## src/rtl/display_scan_ctrl.sv

```systemverilog
`timescale 1ns / 1ps
// display_scan_ctrl
// Time-multiplexed scanner/driver for an N-digit common-anode seven-segment
// display. A prescaler drives a PWM tick counter, which in turn steps the
// scanned digit. Digit data is double-buffered into shadow registers once per
// frame so a value never changes part-way through a scan.
module display_scan_ctrl #(
    parameter int NUM_DIGITS = 8,
    parameter int PRESCALE   = 12500,
    parameter int BRIGHT_W   = 3,
    parameter int ACTIVE_LOW = 1
) (
    input  logic                          clk,
    input  logic                          rst_n,
    input  logic                          enable,
    input  logic [4*NUM_DIGITS-1:0]       digits_in,
    input  logic [NUM_DIGITS-1:0]         dp_in,
    input  logic [NUM_DIGITS-1:0]         blank_in,
    input  logic [BRIGHT_W-1:0]           brightness,
    output logic [NUM_DIGITS-1:0]         anode,
    output logic [6:0]                    seg,
    output logic                          dp,
    output logic [$clog2(NUM_DIGITS)-1:0] digit_idx,
    output logic                          frame_tick
);

    localparam int IDX_W = $clog2(NUM_DIGITS);
    localparam int PRE_W = (PRESCALE > 1) ? $clog2(PRESCALE) : 1;

    localparam logic [PRE_W-1:0] PRE_LAST = PRE_W'(PRESCALE - 1);
    localparam logic [IDX_W-1:0] IDX_LAST = IDX_W'(NUM_DIGITS - 1);

    // "Off" level of each output; XOR with it converts active-high to pin polarity.
    localparam logic [NUM_DIGITS-1:0] ANODE_OFF = (ACTIVE_LOW != 0) ? {NUM_DIGITS{1'b1}} : {NUM_DIGITS{1'b0}};
    localparam logic [6:0]            SEG_OFF   = (ACTIVE_LOW != 0) ? 7'h7F : 7'h00;
    localparam logic                  DP_OFF    = (ACTIVE_LOW != 0);

    generate
        if (NUM_DIGITS < 2 || NUM_DIGITS > 16 || PRESCALE < 1) begin : g_param_check
            $error("display_scan_ctrl: NUM_DIGITS must be 2..16 and PRESCALE >= 1");
        end
    endgenerate

    // Hex nibble to active-high {g,f,e,d,c,b,a}.
    function automatic logic [6:0] hex7(input logic [3:0] v);
        logic [6:0] s;
        case (v)
            4'h0: s = 7'h3F;
            4'h1: s = 7'h06;
            4'h2: s = 7'h5B;
            4'h3: s = 7'h4F;
            4'h4: s = 7'h66;
            4'h5: s = 7'h6D;
            4'h6: s = 7'h7D;
            4'h7: s = 7'h07;
            4'h8: s = 7'h7F;
            4'h9: s = 7'h6F;
            4'hA: s = 7'h77;
            4'hB: s = 7'h7C;
            4'hC: s = 7'h39;
            4'hD: s = 7'h5E;
            4'hE: s = 7'h79;
            default: s = 7'h71;
        endcase
        return s;
    endfunction

    logic [PRE_W-1:0]        pre_cnt;
    logic [BRIGHT_W-1:0]     pwm_cnt;
    logic [IDX_W-1:0]        digit_idx_q;

    logic [4*NUM_DIGITS-1:0] digits_sh;
    logic [NUM_DIGITS-1:0]   dp_sh;
    logic [NUM_DIGITS-1:0]   blank_sh;
    logic [BRIGHT_W-1:0]     bright_sh;

    logic [NUM_DIGITS-1:0]   anode_q;
    logic [6:0]              seg_q;
    logic                    dp_q;

    logic                    pre_wrap;
    logic                    pwm_wrap;
    logic                    dig_wrap;
    logic                    lit;
    logic [3:0]              cur_nibble;
    logic [NUM_DIGITS-1:0]   anode_on;

    // Wrap strobes, lit decision and active-high digit selection for the current scan state.
    always_comb begin
        // NOTE: every always_comb output gets a default first so no path can infer a latch.
        anode_on   = '0;
        pre_wrap   = enable && (pre_cnt == PRE_LAST);
        pwm_wrap   = pre_wrap && (pwm_cnt == '1);
        dig_wrap   = pwm_wrap && (digit_idx_q == IDX_LAST);
        lit        = enable && (pwm_cnt <= bright_sh) && !blank_sh[digit_idx_q];
        cur_nibble = digits_sh[{digit_idx_q, 2'b00} +: 4];
        anode_on[digit_idx_q] = 1'b1;
    end

    // Prescaler -> PWM tick -> digit index chain; everything holds while disabled.
    always_ff @(posedge clk or negedge rst_n) begin
        if (!rst_n) begin
            pre_cnt     <= '0;
            pwm_cnt     <= '0;
            digit_idx_q <= '0;
        end else if (enable) begin
            // NOTE: sequential state uses non-blocking assignments so every register samples pre-edge values.
            pre_cnt <= pre_wrap ? '0 : pre_cnt + PRE_W'(1);
            if (pre_wrap) pwm_cnt <= pwm_cnt + BRIGHT_W'(1);
            if (pwm_wrap) digit_idx_q <= dig_wrap ? '0 : digit_idx_q + IDX_W'(1);
        end
    end

    // Shadow registers: digit data once per frame, brightness once per slot; both track inputs while disabled.
    always_ff @(posedge clk or negedge rst_n) begin
        if (!rst_n) begin
            // NOTE: these are small flop banks, not RAM, so resetting them costs nothing and avoids X on the pins.
            digits_sh <= '0;
            dp_sh     <= '0;
            blank_sh  <= '0;
            bright_sh <= '0;
        end else begin
            if (!enable || dig_wrap) begin
                digits_sh <= digits_in;
                dp_sh     <= dp_in;
                blank_sh  <= blank_in;
            end
            if (!enable || pwm_wrap) bright_sh <= brightness;
        end
    end

    // Registered pin drivers, one cycle behind the scan state; dark whenever the digit is not lit.
    always_ff @(posedge clk or negedge rst_n) begin
        if (!rst_n) begin
            anode_q <= ANODE_OFF;
            seg_q   <= SEG_OFF;
            dp_q    <= DP_OFF;
        end else if (lit) begin
            anode_q <= anode_on ^ ANODE_OFF;
            seg_q   <= hex7(cur_nibble) ^ SEG_OFF;
            dp_q    <= dp_sh[digit_idx_q] ^ DP_OFF;
        end else begin
            anode_q <= ANODE_OFF;
            seg_q   <= SEG_OFF;
            dp_q    <= DP_OFF;
        end
    end

    assign anode      = anode_q;
    assign seg        = seg_q;
    assign dp         = dp_q;
    assign digit_idx  = digit_idx_q;
    assign frame_tick = dig_wrap;

endmodule

```

## config.mk

```make
export PLATFORM = sky130hd
export DESIGN_NAME = display_scan_ctrl
export DESIGN_NICKNAME = d
export VERILOG_FILES = /design/src/rtl/display_scan_ctrl.sv
export SDC_FILE = /design/constraint.sdc
export NUM_CORES = 1
export LEC_CHECK = 0
export CORE_UTILIZATION = 30
export CTS_CLUSTER_DIAMETER = 40
export DETAILED_ROUTE_END_ITERATION = 7
export HOLD_SLACK_MARGIN = 0.05
export PLACE_DENSITY = 0.5
export SYNTH_ARGS = -nofsm -noshare
export SYNTH_HDL_FRONTEND = slang
export SYNTH_SLANG_ARGS = --single-unit
export TNS_END_PERCENT = 1
```

## constraint.sdc

```tcl
create_clock -name clk -period 3.1 [get_ports clk]
set_input_delay 0.775 -clock clk [delete_from_list [all_inputs] [get_ports clk]]
set_output_delay 0.775 -clock clk [all_outputs]
set_load 0.1 [all_outputs]
```

After elaboration in Yosys (flattened, before gate mapping)
Memories as Yosys holds them, arrays and structs flattened.
Cells that the tools add are included.
- input port bits: 54
- bits in latches: 0
- ROM bits: 112
- memory bits (writable): 0
- output and inout bits: 20
- bits in registers: 87
- memories: 1
- memories (name ; words ; width ; rd ports ; clocked after memory_dff ; write ports ; RTL line ; text):
    (name not given) ; 16 ; 7 ; 1 ; 0 ; 0 ; 47 ; case (v)
- equality and inequality tests: 3
- shifts and indexed selects: 1
- reduce and logical (&&, ||, !) cells: 12
- div/mod/pow operators: 0
- bitwise logic cells: 3
- $add $sub $neg: 3
- order comparisons: 3
- mux-type cells: 12
- multipliers: 0
- operator list (cell ; count):
    32-bit by 6-bit variable part select with 4-bit output ; 1
    14-bit by 1-bit adder with 14-bit output, second input constant ; 1
    14-bit == test, second input constant ; 1
    14-bit two-way mux ; 1
    7-bit two-way mux ; 2
    8-bit two-way mux ; 1
    8-bit inverter ; 1
    7-bit inverter ; 1
    3-bit by 1-bit adder with 3-bit output, second input constant ; 2
    1-bit binary-select mux with 3-bit select ; 2
    3-bit == test, second input constant ; 2
    1-bit logical AND ; 6
    3-bit by 4-bit less-than comparator with 1-bit output, second input constant ; 1
    1-bit two-way mux ; 4
    2-bit AND reduction ; 2
    1-bit demux with 3-bit select ; 1
    3-bit by 1-bit >= comparator with 1-bit output, second input constant ; 1
    3-bit <= comparator ; 1
    3-bit two-way mux ; 1
    1-bit logical NOT ; 2
    1-bit logical OR ; 2
    1-bit inverter ; 1

Depth between registers and ports, before layout
- depth in word-level cells: 7
- mapped depth: 11
- gate-level depth less buffers: 8

Least setup slack after synthesis
OpenSTA, ideal clock, no wires.
- path kind: flip-flop to flip-flop
- start point: reg digit_idx_q[1] (netlist: digit_idx[1])
- end point: reg digits_sh[11]
- path buffers: 2
- period minus slack after synthesis: 3.177 ns
- required time: 2.973 ns
- slack: -0.077 ns
- cell stages (with the launch flop): 8
- data arrival time: 3.050 ns
- cells stage by stage: dfrtp_1 -> ha_1 -> ha_1 -> and3_1 -> nand2b_2 -> buf_6 -> buf_8 -> mux2_1
- cells in the longest elaborated chain, start to end: 3
- RTL lines (element ; RTL line ; text):
    start: declaration ; 70 ; logic [IDX_W-1:0] digit_idx_q;
    start signal: assignment ; 110 ; if (pwm_wrap) digit_idx_q <= dig_wrap ? '0 : digit_idx_q + IDX_W'(1);
    3-bit == test ; 94 ; dig_wrap = pwm_wrap && (digit_idx_q == IDX_LAST);
    1-bit logical AND ; 94 ;
    via frame_tick ; 24 ; output logic frame_tick
    1-bit logical OR ; 123 ; if (!enable || dig_wrap) begin
    end signal: assignment ; 124 ; digits_sh <= digits_in;
    end: declaration ; 72 ; logic [4*NUM_DIGITS-1:0] digits_sh;
The timed path passes the listed nets, and every way through them passes these cells.
A chain may end at the register's enable or synchronous reset.

Worst setup path in the final report
- start point: reg pre_cnt[3]
- end point: out frame_tick
- cells in the longest elaborated chain, start to end: 4
- RTL lines (element ; RTL line ; text):
    start: declaration ; 68 ; logic [PRE_W-1:0] pre_cnt;
    start signal: assignment ; 108 ; pre_cnt <= pre_wrap ? '0 : pre_cnt + PRE_W'(1);
    14-bit == test ; 92 ; pre_wrap = enable && (pre_cnt == PRE_LAST);
    1-bit logical AND ; 92 ;
    1-bit logical AND ; 93 ; pwm_wrap = pre_wrap && (pwm_cnt == '1);
    1-bit logical AND ; 94 ;
    end: declaration ; 24 ;
No other way between the ends.

==> impl_metrics.csv <==
group,metric,value,unit
outcome,outcome,"finished, final reports clean",
synthesis,ys_ff_latch,87,
drt,drtIter0Drc,94,
sta,hold_ws,480,ps
finish,fin_nets,475,
synthesis,avgSynthCellArea,12.9,µm²
clock_network,holdBufCountCts,0,
finish,area_growth_syn_to_layout,29.9,%
floorplan,die_y,120,µm
clock_network,numClockSinks,87,
synthesis,seq_area_frac_synth,0.523,
sta,finalCritPeriodShare,0.907,
min_path,hold_depth,1,
setup_path,reg2reg_slack,600,ps
synthesis,syn_area,4200,µm²
drt,dr.pass1.iters,4,
min_path,hp-start,"digits_sh[19]",
grt,grt_pass1_wl,14.5,mm
setup_path,regToRegEndpoint,"seg[0]",
sta,fmax,356,MHz
power_and_ir_drop,cellPowerDensity,545,nW/µm²
place,dp_hpwl,6.28,mm
setup_path,cp-start-kind,"flip-flop",
synthesis,synth_fp_nets,395,
drt,ant_nets,0,
power_and_ir_drop,p_leak,0.00229,µW
clock_network,cts_tree,"built",
clock_network,root_buffer,"clkbuf_16",
synthesis,async_flop_share,1.00,
sta,grt_setup_unrepaired,"false",
setup_path,critPathCaptureType,"primary output",
synthesis,ys.flop_type,"dfrtp_1",
finish,layout-drive-gt1-share,0.303,
floorplan,die_w,120,µm
sta,final.min_clock_period,2810,ps
drt,vias,2726,
setup_path,cp_max_fo,4,
clock_network,numCtsBuffers,9,
setup_path,ff2ff_path_depth,9,
flow_run,drv_cap,0,
floorplan,row_count,42,
setup_path,worst_ep_required_time,2320,ps
drt,detail_route.vias_per_cell,4.64,
setup_path,rr_startpoint,"digit_idx[2]",
drt,drt-wirelength-per-cell,15.0,µm
min_path,hold_path_class,"reg2reg",
sta,slew_headroom,0.336,
synthesis,synth_edf_count,0,
sta,skew,9.69,ps
sta,slew_violations,0,
floorplan,initial_core_util,0.313,
sta,hold_violations,0,
finish,final_core_util,0.406,
place,gp_congestion,0.759,
synthesis,synth.distinct_cells,52,
sta,setup_viol,0,
floorplan,dieArea,14500,µm²
grt,grt_max_degree,78,
drt,post-route-drc-count,0,
finish,antenna_cells,0,
grt,grt.total_usage,0.131,
clock_network,path_clk_slew,60,ps
min_path,holdPathEnd,"digits_sh[19]",
power_and_ir_drop,ir_drop,0.225,mV
clock_network,worstSkewPairLatency,330,ps
synthesis,yosys_warnings,0,
floorplan,core_area,13500,µm²
setup_path,cp.arrival,2040,ps
place,io_buffer_count,73,
clock_network,cts_resized,0,
grt,grt_pass1_vias,2802,
clock_network,clk_path_buf_depth,2,
grt,gr-total-overflow,0,
clock_network,cts_setup_buffers,0,
grt,antenna_found_initial,0,
synthesis,syn_inst,327,
sta,tightest_slew,996,ps
setup_path,path_class,"reg2out",
clock_network,cts_max_level,3,
drt,wl,8.79,mm
floorplan,io_pins,74,
synth_stat cells (7+ instances only):
cell type / n / area share
o21ai_0: 10 / 0.012
nor2_1: 9 / 0.0080
dfrtp_1: 71 / 0.42
mux2_2: 39 / 0.10
mux2_1: 10 / 0.027
nand3_1: 9 / 0.011
inv_1: 11 / 0.0098
dfstp_2: 16 / 0.10
mux2i_1: 12 / 0.029
clkbuf_1: 9 / 0.0080
ha_1: 14 / 0.042
nand2_1: 18 / 0.016
nor2b_1: 7 / 0.010
mux2_4: 10 / 0.036
worst max-delay path by stage:
stage            startpoint           end  slack, ps  cells past startpoint
5_1_grt         pre_cnt[10]    frame_tick        230                      4
3_3_place_gp         enable    frame_tick        340                      5
2_1_floorplan  digit_idx[0]        seg[3]        -70                      9
6_report         pre_cnt[3]    frame_tick        290                      4
4_1_cts          pre_cnt[3]    frame_tick        260                      4
3_5_place_dp         enable  digits_sh[6]        310                      7
final cells by class:
| type | instances | area [µm²] |
|---|---|---|
| flip-flops and latches | 87 | 2200 |
| multi-input cells | 209 | 1850 |
| clock inverters | 3 | 67.6 |
| clock buffers | 13 | 240 |
| fillers | 1299 | 7990 |
| well taps | 176 | 220 |
| inverters | 12 | 45.0 |
| repair buffers | 88 | 841 |
cells in the final DEF (no fill, tap or decap), drive strengths merged, types with 2 or more instances in the layout:
cell | synthesis | final
dfrtp | 71 | 71
mux2 | 59 | 59
clkdlybuf4s50 | 0 | 52
buf | 10 | 36
nand2 | 18 | 18
dfstp | 16 | 16
ha | 14 | 14
clkbuf | 9 | 13
mux2i | 12 | 12
inv | 11 | 11
o21ai | 10 | 10
nand3 | 9 | 9
nor2 | 9 | 9
nor2b | 7 | 7
xnor2 | 6 | 6
xor2 | 6 | 6
o221ai | 5 | 5
nand4 | 5 | 5
nand2b | 5 | 5
nand3b | 4 | 4
and3 | 4 | 4
o2111ai | 3 | 3
mux4 | 3 | 3
o22ai | 3 | 3
or2 | 3 | 3
nor3b | 2 | 2
or3 | 2 | 2
o31ai | 2 | 2
o211ai | 2 | 2
bufinv | 0 | 2
nor3 | 2 | 2
worst max-delay path, cell delays in order (launching register included):
cell and delay (ps):
dfrtp_1 410, or4_1 590, nor4_4 290, and3_2 250, buf_12 170
power breakdown:
group          leakage, µW  switching [µW]  internal [µW]
combinational      0.00112             251            240
clock             0.000144             418            707
sequential         0.00102            90.8           1270
state kept, by name, summed over array words and instances (netlist names):
register / cells
dp: 1
blank_sh: 8
pre_cnt: 14
dp_sh: 8
seg: 7
digit_idx: 3
pwm_cnt: 3
anode: 8
bright_sh: 3
digits_sh: 32
layer usage:
| metal | vias to the layer above | part of all wire | track usage |
|---|---|---|---|
| met5 | - | 0 | 0 |
| met4 | 0 | 0.014 | 0.0509 |
| met3 | 9 | 0.034 | 0.0274 |
| met2 | 51 | 0.45 | 0.203 |
| met1 | 1332 | 0.50 | 0.181 |
| li1 | 1334 | - | - |
per-stage QoR:
stage,setup WS [ps],instances,instance area [µm²],power (µW),setup TNS [ps]
after floorplan,-66.6,327,4210,1700,-129
after global placement,338,572,5150,1860,0
after detailed placement,313,572,5150,1870,0
after CTS,261,588,5460,3020,0
after global routing,234,588,5460,3120,0
final,289,588,5460,2980,0
kinds of logic after synthesis:
group,Yosys count,synth area share
simple gates,77,0.105
buf+inv,31,0.0387
fa+ha+maj,14,0.0417
xor+xnor,12,0.0250
mux,74,0.212
compound gates,32,0.0551
flops,87,0.523
No activity file was read; power rests on OpenSTA's default activity.
